--- config.mk ---
export PLATFORM = sky130hd
export DESIGN_NAME = sb_rx_deframer_flat
export DESIGN_NICKNAME = d
export VERILOG_FILES = /design/src/rtl/sb_rx_deframer_if.sv /design/src/rtl/sb_rx_deframer.sv /design/src/flat_wrapper.sv
export SDC_FILE = /design/constraint.sdc
export NUM_CORES = 1
export LEC_CHECK = 0
export BUFFER_PORTS_ARGS = -buffer_cell sky130_fd_sc_hd__buf_2
export CAP_MARGIN = 20
export CORE_MARGIN = 2
export CORE_UTILIZATION = 40
export CTS_CLUSTER_DIAMETER = 80
export DETAILED_ROUTE_END_ITERATION = 8
export PLACE_DENSITY = 0.58
export SYNTH_ARGS = -nofsm -noshare
export SYNTH_HDL_FRONTEND = slang
export SYNTH_SLANG_ARGS = --single-unit
--- constraint.sdc ---
create_clock -name sb_clk -period 4.1 [get_ports sb_clk]
set_clock_uncertainty 0.1 [all_clocks]
set_input_delay 1.025 -clock sb_clk [delete_from_list [all_inputs] [get_ports sb_clk]]
set_output_delay 1.025 -clock sb_clk [all_outputs]
set_load 0.05 [all_outputs]
--- src/rtl/sb_rx_deframer_if.sv ---
// Sideband receive deframer output bundle.
// Payload strobes, markers and error pulses.
interface sb_rx_deframer_if;
  logic [7:0] trans_byte;
  logic       trans_valid;
  logic       trans_sop;
  logic       trans_eop;
  logic       trans_type;
  logic [6:0] trans_len;
  logic       frame_err;
  logic       stuff_err;
  logic       len_err;

  modport master (
    output trans_byte, trans_valid,
    output trans_sop, trans_eop,
    output trans_type, trans_len,
    output frame_err, stuff_err, len_err
  );

  modport slave (
    input trans_byte, trans_valid,
    input trans_sop, trans_eop,
    input trans_type, trans_len,
    input frame_err, stuff_err, len_err
  );
endinterface

--- src/rtl/sb_rx_deframer.sv ---
// Sideband 8N1 receiver with DLE/STX..DLE/ETX
// deframing, DLE unstuffing and one-byte hold.
module sb_rx_deframer #(
  parameter int         MAX_LEN = 64,
  parameter logic [7:0] DLE     = 8'hFE,
  parameter logic [7:0] STX_CMD = 8'h05,
  parameter logic [7:0] STX_RSP = 8'h04,
  parameter logic [7:0] ETX     = 8'h40
) (
  input  logic             sb_clk,
  input  logic             rst,
  input  logic             sbrx,
  sb_rx_deframer_if.master trans
);
  localparam logic [6:0] MAXC = 7'(MAX_LEN);

  typedef enum logic [1:0] {
    B_IDLE, B_DATA, B_STOP, B_BREAK
  } bstate_t;

  typedef enum logic [1:0] {
    F_HUNT, F_STX, F_PAY, F_ESC
  } fstate_t;

  bstate_t    b_q, b_d;
  logic [2:0] bit_q;
  logic [7:0] shr_q;
  logic       byte_rdy;
  logic       stop_bad;

  fstate_t    f_q, f_d;
  logic       is_pay, is_end, is_start;
  logic       is_stuff, is_abort, is_stx;
  logic       ovf;

  logic [6:0] cnt_q, cnt_d;
  logic [7:0] hold_q, hold_d;
  logic       full_q, full_d;
  logic       type_q, type_d;

  logic [7:0] byte_q, byte_d;
  logic       valid_q, valid_d;
  logic       sop_q, sop_d;
  logic       eop_q, eop_d;
  logic [6:0] len_q, len_d;
  logic       ferr_q, ferr_d;
  logic       serr_q, serr_d;
  logic       lerr_q, lerr_d;

  // bit FSM state, bit counter and LSB-first shifter
  always_ff @(posedge sb_clk or negedge rst) begin
    if (!rst) begin
      b_q   <= B_IDLE;
      bit_q <= '0;
      shr_q <= '0;
    end else begin
      b_q <= b_d;
      if (b_q == B_IDLE) begin
        bit_q <= '0;
      end else if (b_q == B_DATA) begin
        bit_q <= bit_q + 3'd1;
        shr_q <= {sbrx, shr_q[7:1]};
      end
    end
  end

  // bit FSM next state
  always_comb begin
    b_d = b_q;
    unique case (b_q)
      B_IDLE:  if (!sbrx) b_d = B_DATA;
      B_DATA:  if (bit_q == 3'd7) b_d = B_STOP;
      B_STOP:  b_d = sbrx ? B_IDLE : B_BREAK;
      B_BREAK: if (sbrx) b_d = B_IDLE;
      default: b_d = B_IDLE;
    endcase
  end

  // bit FSM outputs: good byte or broken stop bit
  always_comb begin
    byte_rdy = (b_q == B_STOP) && sbrx;
    stop_bad = (b_q == B_STOP) && !sbrx;
  end

  // frame FSM state, holding register and outputs
  always_ff @(posedge sb_clk or negedge rst) begin
    if (!rst) begin
      f_q     <= F_HUNT;
      cnt_q   <= '0;
      hold_q  <= '0;
      full_q  <= 1'b0;
      type_q  <= 1'b0;
      byte_q  <= '0;
      valid_q <= 1'b0;
      sop_q   <= 1'b0;
      eop_q   <= 1'b0;
      len_q   <= '0;
      ferr_q  <= 1'b0;
      serr_q  <= 1'b0;
      lerr_q  <= 1'b0;
    end else begin
      f_q     <= f_d;
      cnt_q   <= cnt_d;
      hold_q  <= hold_d;
      full_q  <= full_d;
      type_q  <= type_d;
      byte_q  <= byte_d;
      valid_q <= valid_d;
      sop_q   <= sop_d;
      eop_q   <= eop_d;
      len_q   <= len_d;
      ferr_q  <= ferr_d;
      serr_q  <= serr_d;
      lerr_q  <= lerr_d;
    end
  end

  // frame FSM next state and byte classification
  always_comb begin
    f_d      = f_q;
    is_pay   = 1'b0;
    is_end   = 1'b0;
    is_start = 1'b0;
    is_stuff = 1'b0;
    is_abort = 1'b0;
    is_stx   = (shr_q == STX_CMD) ||
               (shr_q == STX_RSP);
    ovf      = 1'b0;
    if (stop_bad) begin
      f_d      = F_HUNT;
      is_abort = 1'b1;
    end else if (byte_rdy) begin
      unique case (f_q)
        F_HUNT: begin
          if (shr_q == DLE) f_d = F_STX;
        end
        F_STX: begin
          if (is_stx) begin
            f_d      = F_PAY;
            is_start = 1'b1;
          end else begin
            f_d = F_HUNT;
          end
        end
        F_PAY: begin
          if (shr_q == DLE) f_d = F_ESC;
          else is_pay = 1'b1;
        end
        default: begin
          unique case (1'b1)
            shr_q == DLE: begin
              f_d    = F_PAY;
              is_pay = 1'b1;
            end
            shr_q == ETX: begin
              f_d    = F_HUNT;
              is_end = 1'b1;
            end
            is_stx: begin
              f_d      = F_PAY;
              is_stuff = 1'b1;
              is_start = 1'b1;
            end
            default: begin
              f_d      = F_HUNT;
              is_stuff = 1'b1;
              is_abort = 1'b1;
            end
          endcase
        end
      endcase
      if (is_pay && cnt_q == MAXC) begin
        f_d = F_HUNT;
        ovf = 1'b1;
      end
    end
  end

  // hold-one pipeline: emit held byte on next payload or ETX
  always_comb begin
    cnt_d   = cnt_q;
    hold_d  = hold_q;
    full_d  = full_q;
    type_d  = type_q;
    byte_d  = byte_q;
    valid_d = 1'b0;
    sop_d   = 1'b0;
    eop_d   = 1'b0;
    len_d   = '0;
    ferr_d  = stop_bad;
    serr_d  = is_stuff;
    lerr_d  = 1'b0;
    if (is_abort) full_d = 1'b0;
    if (is_start) begin
      cnt_d  = '0;
      full_d = 1'b0;
      type_d = (shr_q == STX_RSP);
    end
    if (is_pay) begin
      if (ovf) begin
        lerr_d = 1'b1;
        full_d = 1'b0;
        cnt_d  = MAXC + 7'd1;
      end else begin
        if (full_q) begin
          valid_d = 1'b1;
          sop_d   = (cnt_q == 7'd1);
          byte_d  = hold_q;
        end
        hold_d = shr_q;
        full_d = 1'b1;
        cnt_d  = cnt_q + 7'd1;
      end
    end
    if (is_end) begin
      if (full_q) begin
        valid_d = 1'b1;
        eop_d   = 1'b1;
        sop_d   = (cnt_q == 7'd1);
        byte_d  = hold_q;
        len_d   = cnt_q;
      end else begin
        lerr_d = 1'b1;
      end
      full_d = 1'b0;
    end
  end

  assign trans.trans_byte  = byte_q;
  assign trans.trans_valid = valid_q;
  assign trans.trans_sop   = sop_q;
  assign trans.trans_eop   = eop_q;
  assign trans.trans_type  = type_q;
  assign trans.trans_len   = len_q;
  assign trans.frame_err   = ferr_q;
  assign trans.stuff_err   = serr_q;
  assign trans.len_err     = lerr_q;
endmodule
--- src/flat_wrapper.sv ---
// flat-port wrapper written by rule: the top's interface ports become plain ports
module sb_rx_deframer_flat 
#(
  parameter int         MAX_LEN = 64,
  parameter logic [7:0] DLE     = 8'hFE,
  parameter logic [7:0] STX_CMD = 8'h05,
  parameter logic [7:0] STX_RSP = 8'h04,
  parameter logic [7:0] ETX     = 8'h40
)
  (sb_clk, rst, sbrx, trans_trans_byte, trans_trans_valid, trans_trans_sop, trans_trans_eop, trans_trans_type, trans_trans_len, trans_frame_err, trans_stuff_err, trans_len_err);
  sb_rx_deframer_if trans_i ();
  input  logic sb_clk;
  input  logic rst;
  input  logic sbrx;
  output wire logic [$bits(trans_i.trans_byte)-1:0] trans_trans_byte;
  output wire logic [$bits(trans_i.trans_valid)-1:0] trans_trans_valid;
  output wire logic [$bits(trans_i.trans_sop)-1:0] trans_trans_sop;
  output wire logic [$bits(trans_i.trans_eop)-1:0] trans_trans_eop;
  output wire logic [$bits(trans_i.trans_type)-1:0] trans_trans_type;
  output wire logic [$bits(trans_i.trans_len)-1:0] trans_trans_len;
  output wire logic [$bits(trans_i.frame_err)-1:0] trans_frame_err;
  output wire logic [$bits(trans_i.stuff_err)-1:0] trans_stuff_err;
  output wire logic [$bits(trans_i.len_err)-1:0] trans_len_err;
  assign trans_trans_byte = trans_i.trans_byte;
  assign trans_trans_valid = trans_i.trans_valid;
  assign trans_trans_sop = trans_i.trans_sop;
  assign trans_trans_eop = trans_i.trans_eop;
  assign trans_trans_type = trans_i.trans_type;
  assign trans_trans_len = trans_i.trans_len;
  assign trans_frame_err = trans_i.frame_err;
  assign trans_stuff_err = trans_i.stuff_err;
  assign trans_len_err = trans_i.len_err;
  sb_rx_deframer #(.MAX_LEN(MAX_LEN), .DLE(DLE), .STX_CMD(STX_CMD), .STX_RSP(STX_RSP), .ETX(ETX)) u_core (.sb_clk(sb_clk), .rst(rst), .sbrx(sbrx), .trans(trans_i));
endmodule
---- Word level (Yosys, flattened, before mapping) ----
Index checks and enable logic that the tools add are counted.
storage, ports and cells
  RAM bits ................................ 0
  input bits .............................. 3
  bits in read-only memories .............. 0
  output and inout port bits .............. 22
  latch bits .............................. 0
  logic and storage cells ................. 129
  memories ................................ 0
  register bits after elaboration ......... 53
cells by class
  $lt $le $gt $ge ......................... 0
  bitwise operators ....................... 2
  multiply operators ...................... 0
  equal/unequal tests ..................... 17
  $add $sub $neg .......................... 2
  div/mod/pow operators ................... 0
  shift-type cells ........................ 0
  reductions and logical operators ........ 21
  multiplexer cells ....................... 71
operator list
  operator               count
  $mux W1                45
  $mux W8                5
  $mux W7                5
  $mux W2                11
  $eq A8 B3 Y1 const B   2
  $eq A8 B7 Y1 const B   1
  $eq A8 B8 Y1 const B   1
  $ne A4 B1 Y1 const B   2
  $pmux W2 S4            1
  $reduce_or A2 Y1       4
  $add A7 B1 Y7 const B  1
  $eq A7 B1 Y1 const B   1
  $eq A7 B7 Y1 const B   1
  $eq A2 B2 Y1 const B   3
  $mux W3                2
  $ne A2 B2 Y1 const B   3
  $pmux W2 S3            1
  $reduce_and A3 Y1      2
  $reduce_bool A2 Y1     3
  $reduce_or A3 Y1       2
  $eq A2 B1 Y1 const B   2
  $logic_not A2 Y1       2
  $reduce_and A2 Y1      2
  $reduce_bool A4 Y1     1
  other kinds (7)        10

---- Longest topological paths before layout ----
  word-level depth ........................ 13
  mapped depth ............................ 8
  depth with buffers taken out ............ 6

---- Least setup slack after synthesis ----
No wires, ideal clock.
  kind .................................... input-to-reg
  from .................................... input sbrx
  to ...................................... register u_core.hold_q[0]
  buffers on the path ..................... 2
  data arrival time ....................... 2.306 ns
  library setup time ...................... 0.125 ns
  path slack .............................. 1.570 ns
  cell stages on the path ................. 5
  required time ........................... 3.875 ns
  cells stage by stage .................... and4b_1 > and4b_1 > clkbuf_1 > clkbuf_1 > mux2_2
on the way
  cells in the longest elaborated chain, start to end .. 5
  elaborated cells on any way between the ends .. 9
  those cells by class .................... 4 x mux; 1 x bitwise; 4 x reduce/logical
RTL lines
  what                                                            RTL line                                     RTL
  from (decl)                                                     flat_wrapper.sv:14                           input logic sbrx;
  $logic_and A1 B1 Y1 / $logic_not A1 Y1 (equally long branches)  -
  $mux W1 / $logic_and A1 B1 Y1 (equally long branches)           sb_rx_deframer.sv:132, sb_rx_deframer.sv:82
  $mux W1                                                         sb_rx_deframer.sv:129                        if (stop_bad) begin
  $not A1 Y1 (no source line)                                     -
  $reduce_and A2 Y1 (no source line) *                            -
  to (signal assigned)                                            sb_rx_deframer.sv:104                        hold_q <= hold_d;
  to (decl)                                                       sb_rx_deframer.sv:37                         logic [7:0] hold_q, hold_d;
Every way passes the cells marked *; elsewhere a longest branch is shown, timed or not.
A chain may end at the register's enable or synchronous reset.

==> reports/metrics.yaml <==
detailed_routing:
  wl_mm: 4.14
  wl_per_cell_um: 14.8
  drt_pass1_iterations: 4
  num_vias: 1454
  antenna_left: 0
  drc: 0
  drtIter0Drc: 66
  routed_via_density: 5.21
synthesis:
  syn-num-nets: 189
  netlist_area_um2: 2260
  synth_top_area_share_pct: 58.6
  synth_top_cells_by_count: "dfrtp_1, mux2_2, nand2_1, inv_1, nand3_1"
  syn_inst: 181
  synth_edf_count: 0
  yosysUniqueCellTypes: 41
  yosys-top-cells-area: "dfrtp_1, mux2_2, ha_1"
  post-synth-top-count-cell: "dfrtp_1"
  synthArstFlopShare_pct: 100
  yosysTopAreaCell: "dfrtp_1"
  ys.warnings.count: 0
  ys_dominant_reg_cell: "dfrtp_1"
  ys_ff_latch: 53
  synth.avg_cell_area_um2: 12.5
  ys_seq_area_share_pct: 58.6
global_routing:
  grtUsageTotal_pct: 14.8
  grt_busiest_layer: "met2"
  grt_max_degree: 33
  grt_pass1_wl_mm: 7.02
  grtUsageMet2_pct: 24.6
  grt_pass1_vias: 1465
  antenna_found_initial: 0
  overflow: 0
  met1_usage_pct: 18.5
  met3_usage_pct: 4.09
critical_path:
  critPathKind: "register to register"
  cp-end-kind: "register"
  worstSetupStartpoint: "u_core.cnt_q[4]"
  cp_slowest_cell: "a21oi_2"
  rr_worst_depth: 5
  r2r_slack_ps: 1430
  critPathLaunchType: "register"
  cpPeakStageDelay_ps: 520
  required_ps: 4200
  crit_arrival_ps: 2770
  critical_path.max_fanout: 14
  reg2reg_from: "u_core.cnt_q[4]"
  path_cells: "nor4_1 > nand3_1 > and4b_1 > a21oi_2 > mux2_2"
cts:
  path_clk_slew_ps: 100
  hold_buffers: 0
  worstSkewPairLatency_ps: 310
  htreeDepth: 2
  cts_resized: 0
  cts_max_path_buffers: 2
  cts_setup_buffers: 0
  cts_tree: "built"
  cts_num_sinks: 53
  root_buffer: "clkbuf_8"
  cts_inserted_buffers: 5
pwr:
  p_leak_uw: 0.00125
  power_uw: 1370
  p_per_area_nw_per_um2: 540
  irDropWorstVdd_mv: 0.357
run:
  max-cap-violations: 0
cells_and_area:
  layout-drive-gt1-share_pct: 32.4
  nFillCells: 530
  areaGrowthSynthToFinish_pct: 11.8
  register_area_um2: 1330
  diodes: 0
  multi_input_area_um2: 867
  fin_nets: 214
sta:
  setup_tns_ps: 0
  drv_slew: 0
  slew_headroom_pct: 32.3
  min_period_ps: 2670
  worst_pin_slew_ps: 1010
  hold_viol: 0
  fin_crit_sh_pct: 65.0
  grt_setup_unrepaired: "no"
  max_freq_mhz: 375
  finalSetupViolCount: 0
floorplan:
  initial_core_util_pct: 41.4
  die_h_um: 79.2
  core.rowCount: 27
  fp.dieW_um: 79.2
  dieArea_um2: 6280
  io_pins: 25
  coreArea_um2: 5470
place:
  io_buffer_count: 24
  gp_congestion: 0.801
  dp_hpwl_mm: 3.04
hold_path:
  min-delay-start: "u_core.trans.trans_type"
  hold_path.class: "register to register"
status:
  status: "finished clean"
-- cell usage in the layout (no fill, tap or decap), drive strengths merged, types with 2 or more instances in the layout --
cell and n:
a211o 2, a21oi 5, a22o 2, and2 5, and3 2, and4b 2
buf 25, clkbuf 5, dfrtp 53, ha 5, inv 9, mux2 24
nand2 15, nand2b 2, nand3 6, nand3b 3, nor2 3, nor3 5
nor3b 3, nor4 4, o21ai 4, o31ai 2, or2 3, or4 2
-- cells by family after synthesis --
logic type	synth area share, %
and+or+nand+nor	15.6
adders and majority gates	2.76
muxes	12.4
DFF	58.6
buffers and inverters	3.15
AOI/OAI and AO/OA	7.57
-- metrics by stage --
step | area (um2) | hold slack (ps) | util (%) | instances | worst slack [ps]
detailed placement | 2440 | 390 | 44.6 | 271 | 1140
global placement | 2440 | 385 | 44.6 | 271 | 1220
floorplan | 2260 | 377 | - | 181 | 1570
global route | 2530 | 441 | 46.3 | 279 | 1190
finish | 2530 | 403 | 46.3 | 279 | 1430
CTS | 2530 | 413 | 46.3 | 279 | 1390
-- routing by layer --
layer | part of all wire, % | routed length [um] | vias to the layer above
met2 | 50 | 2050 | 26
li1 | - | - | 695
met5 | 0 | 0 | -
met3 | 3.6 | 151 | 7
met4 | 1.6 | 66 | 0
met1 | 45 | 1870 | 726
-- worst min-delay path by stage --
| stage | to | slack, ps | cells after the start |
|---|---|---|---|
| 4_1_cts | u_core.trans.trans_type | 410 | 2 |
| 6_report | u_core.trans.trans_type | 400 | 2 |
| 5_1_grt | register | 440 | 1 |
| 3_3_place_gp | u_core.trans.trans_type | 380 | 2 |
| 3_5_place_dp | u_core.trans.trans_type | 390 | 2 |
| 2_1_floorplan | u_core.hold_q[7] | 380 | 1 |
-- critical path: cells and delay by family, from the launching register on --
family / cells / cell delay [ps]
multiplexers: 1 / 400
flip-flops: 1 / 460
AND/OR/NAND/NOR: 3 / 1080
AO/OA/AOI/OAI: 1 / 520
-- where the power goes --
| group | total (uW) | internal (uW) | switching [uW] |
|---|---|---|---|
| Combinational | 316 | 170 | 146 |
| Sequential | 760 | 635 | 125 |
| Clock | 292 | 121 | 171 |
-- area by class of cell --
| class | count | share of cell area [%] |
|---|---|---|
| sequential | 53 | 52.4 |
| multi-input combinational | 113 | 34.3 |
| timing repair buffer | 25 | 5.04 |
| tap | 72 | 3.56 |
| clock buffer | 5 | 2.72 |
| inverter | 8 | 1.19 |
| clock inverter | 3 | 0.840 |
Note: power is estimated with default switching activity, not from simulation.
